===== src/rtl/fetch_ctrl_pkg.sv =====
// Shared types and constants for the fetch pipeline controller.
package fetch_ctrl_pkg;

  localparam int unsigned XLEN_C     = 32;
  localparam logic [31:0] NOP_INST_C = 32'h0000_0013;  // addi x0,x0,0

  typedef enum logic [1:0] {
    S_BOOT,
    S_RUN,
    S_STALL
  } fetch_state_e;

  typedef enum logic [1:0] {
    PC_INC,
    PC_HOLD,
    PC_LOAD
  } pc_sel_e;

  // Saturating 32-bit increment for the performance counters.
  function automatic logic [31:0] sat_inc32(input logic [31:0] v);
    return (&v) ? v : v + 32'd1;
  endfunction

endpackage


===== src/rtl/pc_register.sv =====
// Program counter flop: hold, load a redirect target, or step by 4 (wraps mod 2^XLEN).
// Reset is synchronous, active low.
module pc_register
  import fetch_ctrl_pkg::*;
#(
  parameter int unsigned     XLEN     = XLEN_C,
  parameter logic [XLEN-1:0] RESET_PC = '0
) (
  input  logic            clk_i,
  input  logic            rst_ni,
  input  pc_sel_e         sel_i,
  input  logic [XLEN-1:0] load_pc_i,
  output logic [XLEN-1:0] pc_o
);

  logic [XLEN-1:0] pc_d, pc_q;

  // Next-PC select.
  always_comb begin
    pc_d = pc_q;
    unique case (sel_i)
      PC_INC:  pc_d = pc_q + XLEN'(4);
      PC_HOLD: pc_d = pc_q;
      PC_LOAD: pc_d = load_pc_i;
      default: pc_d = pc_q;
    endcase
  end

  // PC state register.
  always_ff @(posedge clk_i) begin
    if (!rst_ni) begin
      pc_q <= RESET_PC;
    end else begin
      pc_q <= pc_d;
    end
  end

  assign pc_o = pc_q;

endmodule


===== src/rtl/fetch_pipeline_ctrl.sv =====
// Fetch pipeline controller: owns the PC and IF/DE register, applies load-use stall,
// branch-redirect flush and DE/EX bubble insertion.
// Optional feature macro: FETCH_PERF_CNT_EN enables saturating stall/flush counters.
module fetch_pipeline_ctrl
  import fetch_ctrl_pkg::*;
#(
  parameter int unsigned     XLEN      = XLEN_C,
  parameter logic [XLEN-1:0] RESET_PC  = '0,
  parameter logic [31:0]     NOP_INST  = NOP_INST_C,
  parameter int unsigned     MAX_STALL = 4
) (
  input  logic            clk,
  input  logic            rst_n,
  input  logic            hdu_stall,
  input  logic            redirect_valid,
  input  logic [XLEN-1:0] redirect_pc,
  input  logic [31:0]     inst_if,
  output logic [XLEN-1:0] pc_if,
  output logic [31:0]     inst_de,
  output logic [XLEN-1:0] pc_de,
  output logic [XLEN-1:0] pc4_de,
  output logic            valid_de,
  output logic            bubble_ex,
  output logic            stall_err,
  output logic [31:0]     stall_cnt,
  output logic [31:0]     flush_cnt
);

  localparam int unsigned ConsecW = $clog2(MAX_STALL + 2);
  localparam logic [ConsecW-1:0] ConsecMax = ConsecW'(MAX_STALL);

  fetch_state_e state_d, state_q;

  logic [31:0]      inst_de_d, inst_de_q;
  logic [XLEN-1:0]  pc_de_d, pc_de_q;
  logic             valid_de_d, valid_de_q;
  logic [ConsecW-1:0] consec_d, consec_q;
  logic             stall_err_d, stall_err_q;
  logic             stall_take;
  pc_sel_e          pc_sel;

  // A stall only counts when DE holds a real instruction and no redirect overrides it.
  assign stall_take = hdu_stall & valid_de_q & ~redirect_valid;
  assign bubble_ex  = redirect_valid | (hdu_stall & valid_de_q);

  pc_register #(
    .XLEN     (XLEN),
    .RESET_PC (RESET_PC)
  ) u_pc_register (
    .clk_i     (clk),
    .rst_ni    (rst_n),
    .sel_i     (pc_sel),
    .load_pc_i (redirect_pc),
    .pc_o      (pc_if)
  );

  // FSM next state, PC select and IF/DE next values (redirect > stall > advance).
  always_comb begin
    state_d    = state_q;
    pc_sel     = PC_INC;
    inst_de_d  = inst_if;
    pc_de_d    = pc_if;
    valid_de_d = 1'b1;

    if (redirect_valid) begin
      pc_sel     = PC_LOAD;
      inst_de_d  = NOP_INST;
      pc_de_d    = pc_de_q;
      valid_de_d = 1'b0;
    end else if (stall_take) begin
      pc_sel     = PC_HOLD;
      inst_de_d  = inst_de_q;
      pc_de_d    = pc_de_q;
      valid_de_d = valid_de_q;
    end

    unique case (state_q)
      S_BOOT:  state_d = S_RUN;
      S_RUN:   state_d = stall_take ? S_STALL : S_RUN;
      S_STALL: state_d = stall_take ? S_STALL : S_RUN;
      default: state_d = S_RUN;
    endcase
  end

  // Consecutive-stall tracking; error is sticky until reset.
  always_comb begin
    consec_d    = '0;
    stall_err_d = stall_err_q;
    if (stall_take) begin
      if (consec_q >= ConsecMax) begin
        consec_d    = consec_q;
        stall_err_d = 1'b1;
      end else begin
        consec_d = consec_q + ConsecW'(1);
      end
    end
  end

  // State, IF/DE and stall-tracking registers.
  always_ff @(posedge clk) begin
    if (!rst_n) begin
      state_q     <= S_BOOT;
      inst_de_q   <= NOP_INST;
      pc_de_q     <= '0;
      valid_de_q  <= 1'b0;
      consec_q    <= '0;
      stall_err_q <= 1'b0;
    end else begin
      state_q     <= state_d;
      inst_de_q   <= inst_de_d;
      pc_de_q     <= pc_de_d;
      valid_de_q  <= valid_de_d;
      consec_q    <= consec_d;
      stall_err_q <= stall_err_d;
    end
  end

`ifdef FETCH_PERF_CNT_EN
  logic [31:0] stall_cnt_q, flush_cnt_q;

  // Saturating performance counters.
  always_ff @(posedge clk) begin
    if (!rst_n) begin
      stall_cnt_q <= '0;
      flush_cnt_q <= '0;
    end else begin
      if (stall_take)     stall_cnt_q <= sat_inc32(stall_cnt_q);
      if (redirect_valid) flush_cnt_q <= sat_inc32(flush_cnt_q);
    end
  end

  assign stall_cnt = stall_cnt_q;
  assign flush_cnt = flush_cnt_q;
`else
  assign stall_cnt = '0;
  assign flush_cnt = '0;
`endif

  assign inst_de   = inst_de_q;
  assign pc_de     = pc_de_q;
  assign pc4_de    = pc_de_q + XLEN'(4);
  assign valid_de  = valid_de_q;
  assign stall_err = stall_err_q;

endmodule

===== config.mk =====
export PLATFORM = sky130hd
export DESIGN_NAME = fetch_pipeline_ctrl
export DESIGN_NICKNAME = d
export VERILOG_FILES = /design/src/rtl/fetch_ctrl_pkg.sv /design/src/rtl/pc_register.sv /design/src/rtl/fetch_pipeline_ctrl.sv
export SDC_FILE = /design/constraint.sdc
export NUM_CORES = 1
export LEC_CHECK = 0
export ABC_AREA = 1
export ABC_CLOCK_PERIOD_IN_PS = 2100
export CORE_MARGIN = 4
export CORE_UTILIZATION = 42
export DETAILED_ROUTE_END_ITERATION = 6
export PLACE_DENSITY_LB_ADDON = 0.1
export REMOVE_ABC_BUFFERS = 1
export SYNTH_ARGS = -nofsm -noshare
export SYNTH_HDL_FRONTEND = slang
export SYNTH_SLANG_ARGS = --single-unit

===== constraint.sdc =====
create_clock -name clk -period 2.1 [get_ports clk]
set_input_delay 0.42 -clock clk [delete_from_list [all_inputs] [get_ports clk]]
set_output_delay 0.42 -clock clk [all_outputs]
set_load 0.02 [all_outputs]

Word level (Yosys, flattened, before mapping)
Cells that the tools add are included.
{"block": "word_totals", "out_inout_bits": 195, "ramBits": 0, "rom_bits": 0, "elab_cells": 26, "latchBits": 0, "reg_bits": 101, "inputBits": 68, "mem_count": 0}
{"block": "op_classes", "addsub": 3, "div": 0, "eq_ne": 1, "mux": 3, "n_bitwise": 6, "mul": 0, "reduce_logical": 6, "order_cmp": 1, "shift": 0}
{"cell": "$add A32 B3 Y32 const B", "n": 2}
{"cell": "$pmux W32 S2", "n": 1}
{"cell": "$reduce_and A2 Y1", "n": 3}
{"cell": "$add A3 B1 Y3 const B", "n": 1}
{"cell": "$ge A3 B3 Y1 const B", "n": 1}
{"cell": "$not A1 Y1", "n": 3}
{"cell": "$and A1 B1 Y1", "n": 2}
{"cell": "$eq A2 B2 Y1 const B", "n": 1}
{"cell": "$logic_not A2 Y1", "n": 1}
{"cell": "$mux W2", "n": 1}
{"cell": "$reduce_bool A2 Y1", "n": 1}
{"cell": "$reduce_or A2 Y1", "n": 1}
{"cell": "$mux W1", "n": 1}
{"cell": "$or A1 B1 Y1", "n": 1}

Depth between registers and ports, before layout
{"block": "depth", "depth_word": 6, "mapped_depth": 10, "ltp_nobuf": 10}

Hierarchy
Synthesis repeated with hierarchy kept, for this count alone.
{"block": "unflattened", "cells_unflattened": 895, "hier_area_um2": 6040.8}
{"module": "fetch_pipeline_ctrl", "cells_per_inst": 534, "seq_area_each_um2": 1381.3, "area_per_inst_um2": 3783.6, "n_inst": 1}
{"module": "pc_register", "cells_per_inst": 361, "seq_area_each_um2": 640.6, "area_per_inst_um2": 2257.2, "n_inst": 1}

Least setup slack after synthesis
Ideal clock, no wire load.
{"block": "synth_timing", "path_type": "register to output", "startpoint": "reg pc_de_q[3], in the netlist pc_de[3]", "endpoint": "out pc4_de[26]", "stages_incl_launch_ff": 8, "path_buffers": 0, "arrival_ns": 1.691, "required_time_ns": 1.680, "path_slack_ns": -0.011, "cell_sequence": "dfxtp_1 -> ha_1 -> nand2_1 -> inv_1 -> nand2_1 -> nor3_1 -> nand4_1 -> xor2_1"}
{"block": "synth_via", "elab_chain_len": 1}
{"item": "start, declared", "line_no": "fetch_pipeline_ctrl.sv:35", "rtl": "logic [XLEN-1:0] pc_de_d, pc_de_q;"}
{"item": "start signal, assigned", "line_no": "fetch_pipeline_ctrl.sv:111", "rtl": "pc_de_q <= pc_de_d;"}
{"item": "$add A32 B3 Y32", "line_no": "fetch_pipeline_ctrl.sv:141", "rtl": "assign pc4_de = pc_de_q + XLEN'(4);"}
{"item": "end, declared", "line_no": "fetch_pipeline_ctrl.sv:21", "rtl": "output logic [XLEN-1:0] pc4_de,"}
No other way between the ends.

Worst setup path in the final report
{"block": "layout_timing", "startpoint": "reg pc_de_q[2], in the netlist pc_de[2]", "endpoint": "out pc4_de[18]"}
The elaborated chain is that of the path after synthesis.

==> impl_results.md <==
* Post-synth top flop: dfxtp_1
* Die Wd at 125 um
* Iteration-0 DRC Markers at 326
* Clk Latency, worst-skew pair at 0.34 ns
* Routed WL per cell at 14.6 um
* Relative slew slack at 62.8%
* Required @ worst endpoint at 1.68 ns
* Core box area at 13300 sq um
* Starting density of the core at 42.9%
* TritonCTS Buffers at 9
* Syn Area/Cell at 6.91 sq um
* Max Fclk at 454 MHz
* Worst Path Max Fanout at 3
* Vias in the first global route at 5695
* Hpwl dp at 14200 um
* P per Cell Area at 623 nW/um^2
* Htree depth at 3
* Post-route DRC violation count at 0
* RePlAce Congestion at 0.980
* R2R Path End: u_pc_register.pc_o[30]
* Crit Path Category: flip-flop to primary output
* Unrepaired setup endpoints after global routing: yes
* Fill count at 1232
* Antenna viol nets, final at 0
* Setup slack, reg-to-reg at 0.19 ns
* Final Hold Fails at 0
* R2R depth at 9
* Sequential cell area fraction in the yosys report at 35.4%
* Max-cap check violation count at 0
* Final setup fails at 8
* Row count at 42
* Largest net degree at the start of global routing at 44
* Maximum VDD drop at 0.378 mV
* Share of layout cells above drive strength 1 at 20.6%
* Clock slew at reported path FFs at 0.07 ns
* CP endpoint kind: primary output
* I/O pins at 263
* CTS sink count at 101
* Pre-CTS setup slack at -0.317 ns
* Clock buffer depth at 2
* Synth cell types at 38
* Die area at 15500 sq um
* Worst Clk Skew at 0.00842 ns
* Drt via density at 4.79
* First-pass GRT wire length at 29300 um
* Cell chosen for the clock root: clkbuf_16
* Fin worst setup slack at -0.102 ns
* Hold Crit Endpoint: stall_err
* Launching point of the worst reg2reg path: u_pc_register.pc_o[3]
* Port bufs at 198
* Synth warnings at 0
* Failing checks: negative setup slack
* Async set-reset flop share out of synthesis at 0%
* Initial antenna violation count at 0
* Slew Viols, Final at 0
* Dpl cells at 1247
* Post-Syn Instances at 826
* CTS tree: yes
* Least-Margin Pin Slew at 0.556 ns
* Tot GR Track Use at 22.8%
* Die span in y at 125 um
* Min-delay worst type: flip-flop to flip-flop
* Post-layout min period at 2.20 ns
* Total number of vias at 6056
* Number of synthesized flops with an enable pin at 0
* Period utilisation layout at 105%
* P_leak at 3.85 nW
* Worst Hold Path Cells at 2
* Post-Syn Area at 5710 sq um
* Antenna fix cells at 0
* Layout area overhead at 53.0%
* Worst Hold Launch: stall_err
* Routed wire length at 18400 um
* Worst Path Arrival at 1.78 ns
* Final net count at 1156
* #FFs+latches synth at 101
* Initial DRT Pass Iterations at 5
* Fin cells at 1265
* Outcome: finished with violations
* Global route total overflow at 0
* Crit start category: flip-flop
[power by group]
part,switching [mW],internal (mW)
clock network,0.733,1.20
logic,0.745,0.588
registers,0.135,2.04
total,1.61,3.83
[cells in the mapped netlist (all sizes together), types with 18 or more instances]
cell type / n / area (sq um)
buf: 83 / 592
dfxtp: 101 / 2020
nand2: 117 / 459
nand4: 18 / 113
nor3: 36 / 203
inv: 77 / 289
o21ai: 72 / 360
nor2: 168 / 676
xor2: 24 / 210
nand3: 36 / 195
a21oi: 35 / 175
[timing repair]
action                                  in CTS  in global routing
pin swaps                                    9                 19
endpoints found under the setup margin      29                 26
setup buffers                                0                  2
hold buffers                                 0                  0
gates resized for setup                    160                 57
[critical path: stages, from the launching register on]
cell and delay [ns]:
dfxtp_2 0.35, ha_4 0.15, nand2_4 0.05, buf_6 0.11
nor3_4 0.12, and2_4 0.19, nand2_4 0.06, nor2_4 0.07
xor2_1 0.16, buf_4 0.17
[flip-flops by register name, indices dropped and copies added, names as in the netlist]
register and count:
inst_de 32, consec_q 3, pc_de 32, valid_de 1
u_pc_register.pc_o 32, stall_err 1
[area by class of cell]
class                   count  area (sq um)  share of cell area (%)
multi-input cells         612          3210                    36.8
inverters                  77           289                    3.31
well taps                 176           220                    2.52
clock buffers              11           243                    2.78
repair buffers            283          2610                    29.8
clock inverters             5           108                    1.23
flip-flops and latches    101          2060                    23.5
[cell families after synthesis]
group / share of synthesized area (%)
compound gates: 13.6
xor+xnor: 4.14
other cells: 0.0657
flops: 35.4
fa+ha+maj: 0.877
buf+inv: 16.5
simple gates: 29.4
[cell usage in the layout, fill, tap and decap left out, types with 4 or more instances in the layout]
| cell type | netlist | routed |
|---|---|---|
| nor3_1 | 34 | 20 |
| nor3_4 | 2 | 8 |
| nor2_1 | 158 | 147 |
| nand2_4 | 0 | 4 |
| nor2_2 | 6 | 12 |
| buf_12 | 0 | 4 |
| buf_6 | 2 | 5 |
| nand3_1 | 33 | 32 |
| inv_1 | 73 | 65 |
| inv_2 | 4 | 12 |
| conb_1 | 1 | 64 |
| clkbuf_16 | 0 | 9 |
| a211oi_1 | 16 | 16 |
| dfxtp_2 | 0 | 12 |
| buf_4 | 66 | 96 |
| nand3_2 | 3 | 4 |
| a21oi_1 | 35 | 35 |
| nand2_1 | 109 | 95 |
| nor2_4 | 4 | 9 |
| dfxtp_1 | 101 | 84 |
| o21ai_0 | 70 | 70 |
| buf_2 | 14 | 4 |
| clkdlybuf4s50_1 | 0 | 169 |
| nor3_2 | 0 | 8 |
| xor2_1 | 24 | 24 |
| nand2_2 | 8 | 18 |
| o221ai_1 | 4 | 4 |
| dfxtp_4 | 0 | 5 |
| nand4_1 | 18 | 18 |
[worst max path at each step]
| stage | from | endpoint | slack [ns] | cells after the start |
|---|---|---|---|---|
| detailed placement | pc_de[3] | pc4_de[18] | -0.32 | 9 |
| finish | pc_de[2] | pc4_de[18] | -0.10 | 9 |
| global route | pc_de[2] | pc4_de[26] | -0.22 | 9 |
| CTS | pc_de[2] | pc4_de[18] | -0.16 | 9 |
| global placement | pc_de[2] | pc4_de[18] | -0.29 | 9 |
| floorplan | valid_de | u_pc_register.pc_o[7] | -0.81 | 5 |
[layer usage]
layer  part of all wire (%)  track usage [%]  wire, um  vias up
met4                    1.7             6.51       315        0
met2                     45             36.3      8280      272
met3                     11             8.92      2010       23
met5                      0                0         0        -
li1                       -                -         -     3073
met1                     42             28.7      7820     2688
[metrics by stage]
step / utilization (%) / setup TNS, ns / hold slack, ns / cell area (sq um) / power, mW
5_1_grt: 65.7 / -2.28 / 0.482 / 8730 / 5.68
2_1_floorplan: - / -27.00 / 0.460 / 5290 / 2.82
3_5_place_dp: 61.5 / -4.41 / 0.450 / 8170 / 3.54
3_3_place_gp: 61.5 / -3.49 / 0.437 / 8170 / 3.53
4_1_cts: 64.6 / -0.824 / 0.467 / 8580 / 5.45
6_report: 65.7 / -0.557 / 0.464 / 8730 / 5.44
No activity file was read; power rests on OpenSTA's default activity.
